`config.mk`:
```
export PLATFORM = sky130hd
export DESIGN_NAME = regfile_wb_arbiter
export DESIGN_NICKNAME = d
export VERILOG_FILES = /design/src/rtl/regfile_wb_arbiter.sv
export SDC_FILE = /design/constraint.sdc
export NUM_CORES = 1
export LEC_CHECK = 0
export CORE_MARGIN = 2
export CORE_UTILIZATION = 30
export DETAILED_ROUTE_END_ITERATION = 7
export GPL_ROUTABILITY_DRIVEN = 1
export PLACE_DENSITY_LB_ADDON = 0.2
export SETUP_SLACK_MARGIN = 0.4
export SYNTH_ARGS = -nofsm -noshare
export SYNTH_HDL_FRONTEND = slang
export SYNTH_SLANG_ARGS = --single-unit
```
`constraint.sdc`:
```
create_clock -name Clk -period 6.3 [get_ports Clk]
set_input_delay 1.575 -clock Clk [delete_from_list [all_inputs] [get_ports Clk]]
set_output_delay 1.575 -clock Clk [all_outputs]
set_load 0.005 [all_outputs]
```
`src/rtl/regfile_wb_arbiter.sv`:
```
// Writeback arbiter: merges ALU and memory-load writebacks into a single register-file write port.
// Optional build macro WB_STATS_EN adds the ConflictCnt contention counter output.
module regfile_wb_arbiter (
    input  logic        Clk,
    input  logic        Rst,
    input  logic        AluValid,
    input  logic [3:0]  AluReg,
    input  logic [15:0] AluData,
    output logic        AluReady,
    input  logic        MemValid,
    input  logic [3:0]  MemReg,
    input  logic [15:0] MemData,
    output logic        MemReady,
    output logic        RegWre,
    output logic [3:0]  WriteReg,
    output logic [15:0] WriteData,
`ifdef WB_STATS_EN
    output logic [15:0] ConflictCnt,
`endif
    output logic [15:0] PendMask
);

    localparam logic [1:0] ST_IDLE = 2'b00;
    localparam logic [1:0] ST_ALU  = 2'b01;
    localparam logic [1:0] ST_MEM  = 2'b10;

    // Hard-wired zero register code; writes to it are swallowed.
    localparam logic [3:0] REG0 = 4'h0;

    function automatic logic [15:0] onehot16(input logic [3:0] idx);
        onehot16 = 16'h0001 << idx;
    endfunction

    logic        alu_full_r;
    logic [3:0]  alu_reg_r;
    logic [15:0] alu_data_r;
    logic        mem_full_r;
    logic [3:0]  mem_reg_r;
    logic [15:0] mem_data_r;
    logic        mem_older_r;
    logic        last_mem_r;
    logic [1:0]  state_r;
    logic [3:0]  wreg_r;
    logic [15:0] wdata_r;

    logic [1:0]  grant_s;
    logic        alu_ready_s;
    logic        mem_ready_s;
    logic        alu_load_s;
    logic        mem_load_s;
    logic [15:0] pend_s;

    // Grant decision for this cycle, taken from the buffer contents before the edge.
    always_comb begin
        grant_s = ST_IDLE;
        case ({alu_full_r, mem_full_r})
            2'b10: grant_s = ST_ALU;
            2'b01: grant_s = ST_MEM;
            2'b11: begin
                if (alu_reg_r == mem_reg_r) begin
                    grant_s = mem_older_r ? ST_MEM : ST_ALU;
                end else begin
                    grant_s = last_mem_r ? ST_ALU : ST_MEM;
                end
            end
            default: grant_s = ST_IDLE;
        endcase
    end

    // A buffer can take a new entry when empty or when it drains on this same edge.
    always_comb begin
        alu_ready_s = Rst & (~alu_full_r | (grant_s == ST_ALU));
        mem_ready_s = Rst & (~mem_full_r | (grant_s == ST_MEM));
        alu_load_s  = AluValid & alu_ready_s & (AluReg != REG0);
        mem_load_s  = MemValid & mem_ready_s & (MemReg != REG0);
        pend_s      = (alu_full_r ? onehot16(alu_reg_r) : 16'h0000)
                    | (mem_full_r ? onehot16(mem_reg_r) : 16'h0000);
    end

    assign AluReady = alu_ready_s;
    assign MemReady = mem_ready_s;
    assign PendMask = pend_s;

    // ALU buffer: refill wins over drain so a granted entry is replaced seamlessly.
    always_ff @(posedge Clk or negedge Rst) begin
        if (!Rst) begin
            alu_full_r <= 1'b0;
            alu_reg_r  <= 4'h0;
            alu_data_r <= 16'h0000;
        end else if (alu_load_s) begin
            alu_full_r <= 1'b1;
            alu_reg_r  <= AluReg;
            alu_data_r <= AluData;
        end else if (grant_s == ST_ALU) begin
            alu_full_r <= 1'b0;
        end else begin
            alu_full_r <= alu_full_r;
        end
    end

    // Memory buffer, same refill-over-drain behaviour as the ALU side.
    always_ff @(posedge Clk or negedge Rst) begin
        if (!Rst) begin
            mem_full_r <= 1'b0;
            mem_reg_r  <= 4'h0;
            mem_data_r <= 16'h0000;
        end else if (mem_load_s) begin
            mem_full_r <= 1'b1;
            mem_reg_r  <= MemReg;
            mem_data_r <= MemData;
        end else if (grant_s == ST_MEM) begin
            mem_full_r <= 1'b0;
        end else begin
            mem_full_r <= mem_full_r;
        end
    end

    // Age bit: the most recently loaded entry is the younger; a same-edge pair counts MEM as older.
    always_ff @(posedge Clk or negedge Rst) begin
        if (!Rst) begin
            mem_older_r <= 1'b0;
        end else if (alu_load_s) begin
            mem_older_r <= 1'b1;
        end else if (mem_load_s) begin
            mem_older_r <= 1'b0;
        end else begin
            mem_older_r <= mem_older_r;
        end
    end

    // Round-robin pointer remembers which source was granted last.
    always_ff @(posedge Clk or negedge Rst) begin
        if (!Rst) begin
            last_mem_r <= 1'b0;
        end else if (grant_s != ST_IDLE) begin
            last_mem_r <= (grant_s == ST_MEM);
        end else begin
            last_mem_r <= last_mem_r;
        end
    end

    // Grant state and write port; index and data hold their last values while idle.
    always_ff @(posedge Clk or negedge Rst) begin
        if (!Rst) begin
            state_r <= ST_IDLE;
            wreg_r  <= 4'h0;
            wdata_r <= 16'h0000;
        end else begin
            state_r <= grant_s;
            case (grant_s)
                ST_ALU: begin
                    wreg_r  <= alu_reg_r;
                    wdata_r <= alu_data_r;
                end
                ST_MEM: begin
                    wreg_r  <= mem_reg_r;
                    wdata_r <= mem_data_r;
                end
                default: begin
                    wreg_r  <= wreg_r;
                    wdata_r <= wdata_r;
                end
            endcase
        end
    end

    assign RegWre    = (state_r == ST_ALU) | (state_r == ST_MEM);
    assign WriteReg  = wreg_r;
    assign WriteData = wdata_r;

`ifdef WB_STATS_EN
    logic [15:0] conflict_cnt_r;

    // Counts every edge on which both buffers compete; wraps naturally at 16 bits.
    always_ff @(posedge Clk or negedge Rst) begin
        if (!Rst) begin
            conflict_cnt_r <= 16'h0000;
        end else if (alu_full_r && mem_full_r) begin
            conflict_cnt_r <= conflict_cnt_r + 16'h0001;
        end else begin
            conflict_cnt_r <= conflict_cnt_r;
        end
    end

    assign ConflictCnt = conflict_cnt_r;
`endif

endmodule
```
# After elaboration in Yosys (flattened, before gate mapping)
# Index checks and enable logic that the tools add are counted.
[totals]
ff_bits = 66
in_bits = 44
out_inout_bits = 39
word_cells = 54
[classes]
n_eq_ne = 8
shift = 2
mux = 14
bitwise = 12
reduce_logical = 7
[ops]
columns = ["op", "count"]
rows = [
  ["two-way mux 16 bit", 2],
  ["one-hot mux 16 bit (2 select lines)", 1],
  ["<< shifter 1 x 4 -> 16 bit (first input constant)", 2],
  ["OR 16 bit", 1],
  ["nonzero test 2 bit", 5],
  ["== test 2 bit (second input constant)", 4],
  ["one-hot mux 4 bit (2 select lines)", 1],
  ["nonzero test 4 bit", 2],
  ["bitwise AND 1 bit", 6],
  ["== test 2 x 1 -> 1 bit (second input constant)", 3],
  ["two-way mux 1 bit", 6],
  ["two-way mux 2 bit", 3],
  ["one-hot mux 2 bit (3 select lines)", 1],
  ["== test 4 bit", 1],
  ["OR 1 bit", 3],
  ["inverter 1 bit", 2],
]

# Longest topological paths before layout
[depth]
ltp_word = 10
ltp_mapped = 10
ltp_nobuf = 7

# Worst setup path after synthesis
# OpenSTA, ideal clock, no wires.
[synth_path]
path_kind = "input to output"
start = "input port Rst"
end = "output port AluReady"
t_arrival_ns = 1.700
t_required_ns = 4.725
slack_ns = 3.025
stages = 1
path_buffers = 0
cell_sequence = "and2_1"
[synth_between]
elab_chain_cells = 1
[synth_lines]
columns = ["element", "line_no", "text"]
rows = [
  ["from (decl)", "5", "input logic Rst,"],
  ["bitwise AND 1 bit", "72", "alu_ready_s = Rst & (~alu_full_r | (grant_s == ST_ALU));"],
  ["to (decl)", "9", "output logic AluReady,"],
]
# No other way between the ends.

# Worst setup path after layout
[layout_path]
start = "register alu_reg_r[2]"
end = "output port MemReady"
[layout_between]
elab_chain_cells = 6
[layout_lines]
columns = ["element", "line_no", "text"]
rows = [
  ["from (decl)", "35", "logic [3:0] alu_reg_r;"],
  ["from (signal assigned)", "92", "alu_reg_r <= AluReg;"],
  ["== test 4 bit", "60", "if (alu_reg_r == mem_reg_r) begin"],
  ["two-way mux 2 bit", "60", ""],
  ["one-hot mux 2 bit (3 select lines)", "56", "case ({alu_full_r, mem_full_r})"],
  ["== test 2 bit", "73", "mem_ready_s = Rst & (~mem_full_r | (grant_s == ST_MEM));"],
  ["OR 1 bit", "73", ""],
  ["bitwise AND 1 bit", "73", ""],
  ["to (decl)", "13", "output logic MemReady,"],
]
# No other way between the ends.

==> metrics.md <==
| Metric | Value |
|---|---|
| VDD IR max | `0.2645 mV` |
| Register area | `1652 um^2` |
| Most frequent cell after synthesis | `dfrtp_1` |
| Int Power | `0.001471 W` |
| Global-route wire length before repair | `11900 um` |
| Sequential element share of the synthesized area | `51.10%` |
| LEAKAGE | `1.854 nW` |
| Hold wc startpoint | `alu_data_r[13]$_DFFE_PN0P_` |
| Syn. warnings | `0` |
| HPWL after detailed placement | `5127 um` |
| Post-synth EDFFs | `0` |
| H-tree depth | `3` |
| # fillers | `1028` |
| Die W | `107.8 um` |
| GRT overflow | `0` |
| Tcrit/Tclk final | `72.49%` |
| Critical Path Slowest Stage Cell | `clkdlybuf4s50_1` |
| Pre-CTS setup slack | `2067 ps` |
| CTS Sinks | `66` |
| Slew HR | `45.39%` |
| Clock transition at path regs | `70 ps` |
| Post-layout nets | `372` |
| Antenna fix cells | `0` |
| Combinational Power Share | `50.4%` |
| Post-synthesis instance total | `242` |
| Slew Limit Fails | `0` |
| # resized after CTS | `0` |
| Syn Area/Cell | `13.35 um^2` |
| Asr flop ratio synth | `100.0%` |
| Core footprint | `10370 um^2` |
| Largest net degree at the start of global routing | `66` |
| Cts bufs inserted | `9` |
| Final Util | `41.40%` |
| Met1 Wirelength | `3286 um` |
| Met2 WL | `3529 um` |
| Clock insertion delay at the later pin of the skew report | `340 ps` |
| Most frequent cells after synthesis | `dfrtp_1, mux2_4, a21oi_1, mux2i_1, nor2_1` |
| #FFs+latches synth | `66` |
| Netlist cell types | `28` |
| Hold Path Class | `reg2reg` |
| CP endpoint kind | `output port` |
| CP peak stage delay | `490 ps` |
| Switching power | `0.0008286 W` |
| Fin. Hold Viols | `0` |
| Initial antenna violation count | `0` |
| Final Skew | `9.026 ps` |
| Routed length per instance | `15.88 um` |
| Unrepaired setup endpoints after global routing | `no` |
| DIE AREA | `11620 um^2` |
| Met3 wire len | `469 um` |
| WL final | `7382 um` |
| Leading area contributor after synthesis | `dfrtp_1` |
| Gp weighted congestion | `0.7498` |
| Overall Power | `0.002299 W` |
| CP Launch Type | `flop` |
| Post-detailed-route via-to-cell ratio | `4.613` |
| Initial Util | `31.17%` |
| Postcts setup bufs | `0` |
| Clock power frac | `13.7%` |
| Share of cells above drive strength 1 | `20.97%` |
| Top cells by area, synth | `dfrtp_1, mux2_4, mux2i_1` |
| Number of max-cap violations | `0` |
| Post-Syn Nets | `289` |
| R2r startpoint | `alu_reg_r[2]$_DFFE_PN0P_` |
| Row count | `37` |
| Total track usage | `13.60%` |
| CTS tree | `built` |
| Buffers added on ports | `82` |
| Outcome | `completed` |
| Synth top area share | `51.10%` |
| Layout area overhead | `32.83%` |
| # setup viols final | `0` |
| Critical path launch point | `alu_reg_r[2]$_DFFE_PN0P_` |
| CP Max Fanout | `22` |
| Vias post-DR | `2145` |
| Post-DRT Antenna Nets | `0` |
| Fin crit period | `4567 ps` |
| Worst Path Arrival | `2990 ps` |
| F_max | `219.0 MHz` |
| Worst-path cell chain | `xnor2_1 > nand4_1 > o211ai_1 > ha_1 > buf_4 > nand2b_4 > and2_1 > clkdlybuf4s50_1` |
| Total negative slack | `0 ps` |
| Area of the multi-input gates | `1460 um^2` |
| Vias in the first global route | `2229` |
| Die height | `107.8 um` |
| Root Driver | `clkbuf_8` |
| Setup ws final | `1733 ps` |
| Clk buf depth | `2` |
| Worst slew pin tran | `819.1 ps` |
| Power Dens Cells | `535.6 nW/um^2` |
| Initial DRC count | `24` |
| Post-Syn Area | `3232 um^2` |
| Setup Crit Path Kind | `reg2out` |
| Highest routed layer | `met4` |
| Total iterations of the first detailed-routing run | `4` |
| # IOs | `83` |
| Sw frac | `36.04%` |
| Hold buffer count at CTS | `0` |
| Worst EP required | `4720 ps` |
| Top FF cell, synth | `dfrtp_1` |
| Reg power frac | `35.9%` |
| Detailed-route DRC error count | `0` |
[cell type report]
cell class              instances  share of cell area, %
clock buffers                  12                  3.614
clock inverters                 3                 0.3498
multi-input cells             163                  34.01
flip-flops and latches         66                  38.47
well taps                     136                  3.964
repair buffers                 85                  19.59
[flip-flops by register name, indices dropped and copies added (netlist names)]
signal and flops:
mem_full_r 1, WriteData 16, mem_data_r 16, mem_older_r 1, mem_reg_r 4, alu_data_r 16, last_mem_r 1, alu_reg_r 4
alu_full_r 1, state_r 2, WriteReg 4
[per-layer routing]
layer,vias to the layer above,track usage (%)
met3,9,3.935
met2,63,21.70
li1,1046,-
met1,1027,17.61
met5,-,0
met4,0,4.670
[power by group through the flow]
stage               registers, W  logic (W)  clock network (W)
floorplan               0.000780   0.000824                  0
global placement        0.000816    0.00118                  0
detailed placement      0.000829    0.00118                  0
CTS                     0.000825    0.00118           0.000328
global route            0.000859    0.00129           0.000350
finish                  0.000824    0.00116           0.000315
[cell usage in the layout (no fill, tap or decap)]
cell,n
nand4_4,2
nand2_1,6
clkbuf_8,11
or2_2,2
clkinv_2,3
o211ai_1,2
mux2i_1,20
xnor2_1,4
mux2_4,36
buf_4,4
a41o_1,2
nand4_1,1
or4_4,2
and2_1,2
ha_1,3
nand3b_1,4
or3b_2,2
nor2_1,20
dfrtp_1,66
nand2b_4,2
clkdlybuf4s50_1,81
xor2_1,1
mux2_2,5
a21oi_1,20
nand2b_1,6
o22ai_1,16
o211a_1,2
nand3_1,2
clkbuf_1,1
a21bo_1,1
[path summary, 6_finish.rpt]
| path | to | cells after the start | slack (ps) |
|---|---|---|---|
| worst min register to register | alu_data_r[13]$_DFFE_PN0P_ | 1 | 510 |
| worst max register to register | mem_data_r[4]$_DFFE_PN0P_ | 8 | 3150 |
| worst min-delay path | alu_data_r[13]$_DFFE_PN0P_ | 1 | 510 |
| max in group asynchronous | alu_data_r[9]$_DFFE_PN0P_ | 2 | 4210 |
| min in group asynchronous | alu_full_r$_DFFE_PN0P_ | 1 | 1060 |
| worst max-delay path | MemReady | 8 | 1730 |
[stage by stage]
step | hold WS, ps | cell area (um^2) | cells
4_1_cts | 514.8 | 4293 | 465
6_report | 511.6 | 4293 | 465
5_1_grt | 534.9 | 4293 | 465
3_5_place_dp | 496.4 | 4123 | 450
3_3_place_gp | 489.6 | 4123 | 450
2_1_floorplan | 461.7 | 3232 | 242
[cells by family after synthesis]
group	share of synthesized area [%]
buf+inv	3.716
xor+xnor	1.355
mux	24.66
simple gates	9.795
compound gates	8.208
fa+ha+maj	1.162
flops	51.10
[critical path: cells and delay by family (launching register included)]
family,cells,cell delay [ps]
flops,1,450
buf+inv,2,860
xor+xnor,1,300
fa+ha+maj,1,180
simple gates,3,580
compound gates,1,280
Note: power is estimated with default switching activity, not from simulation.
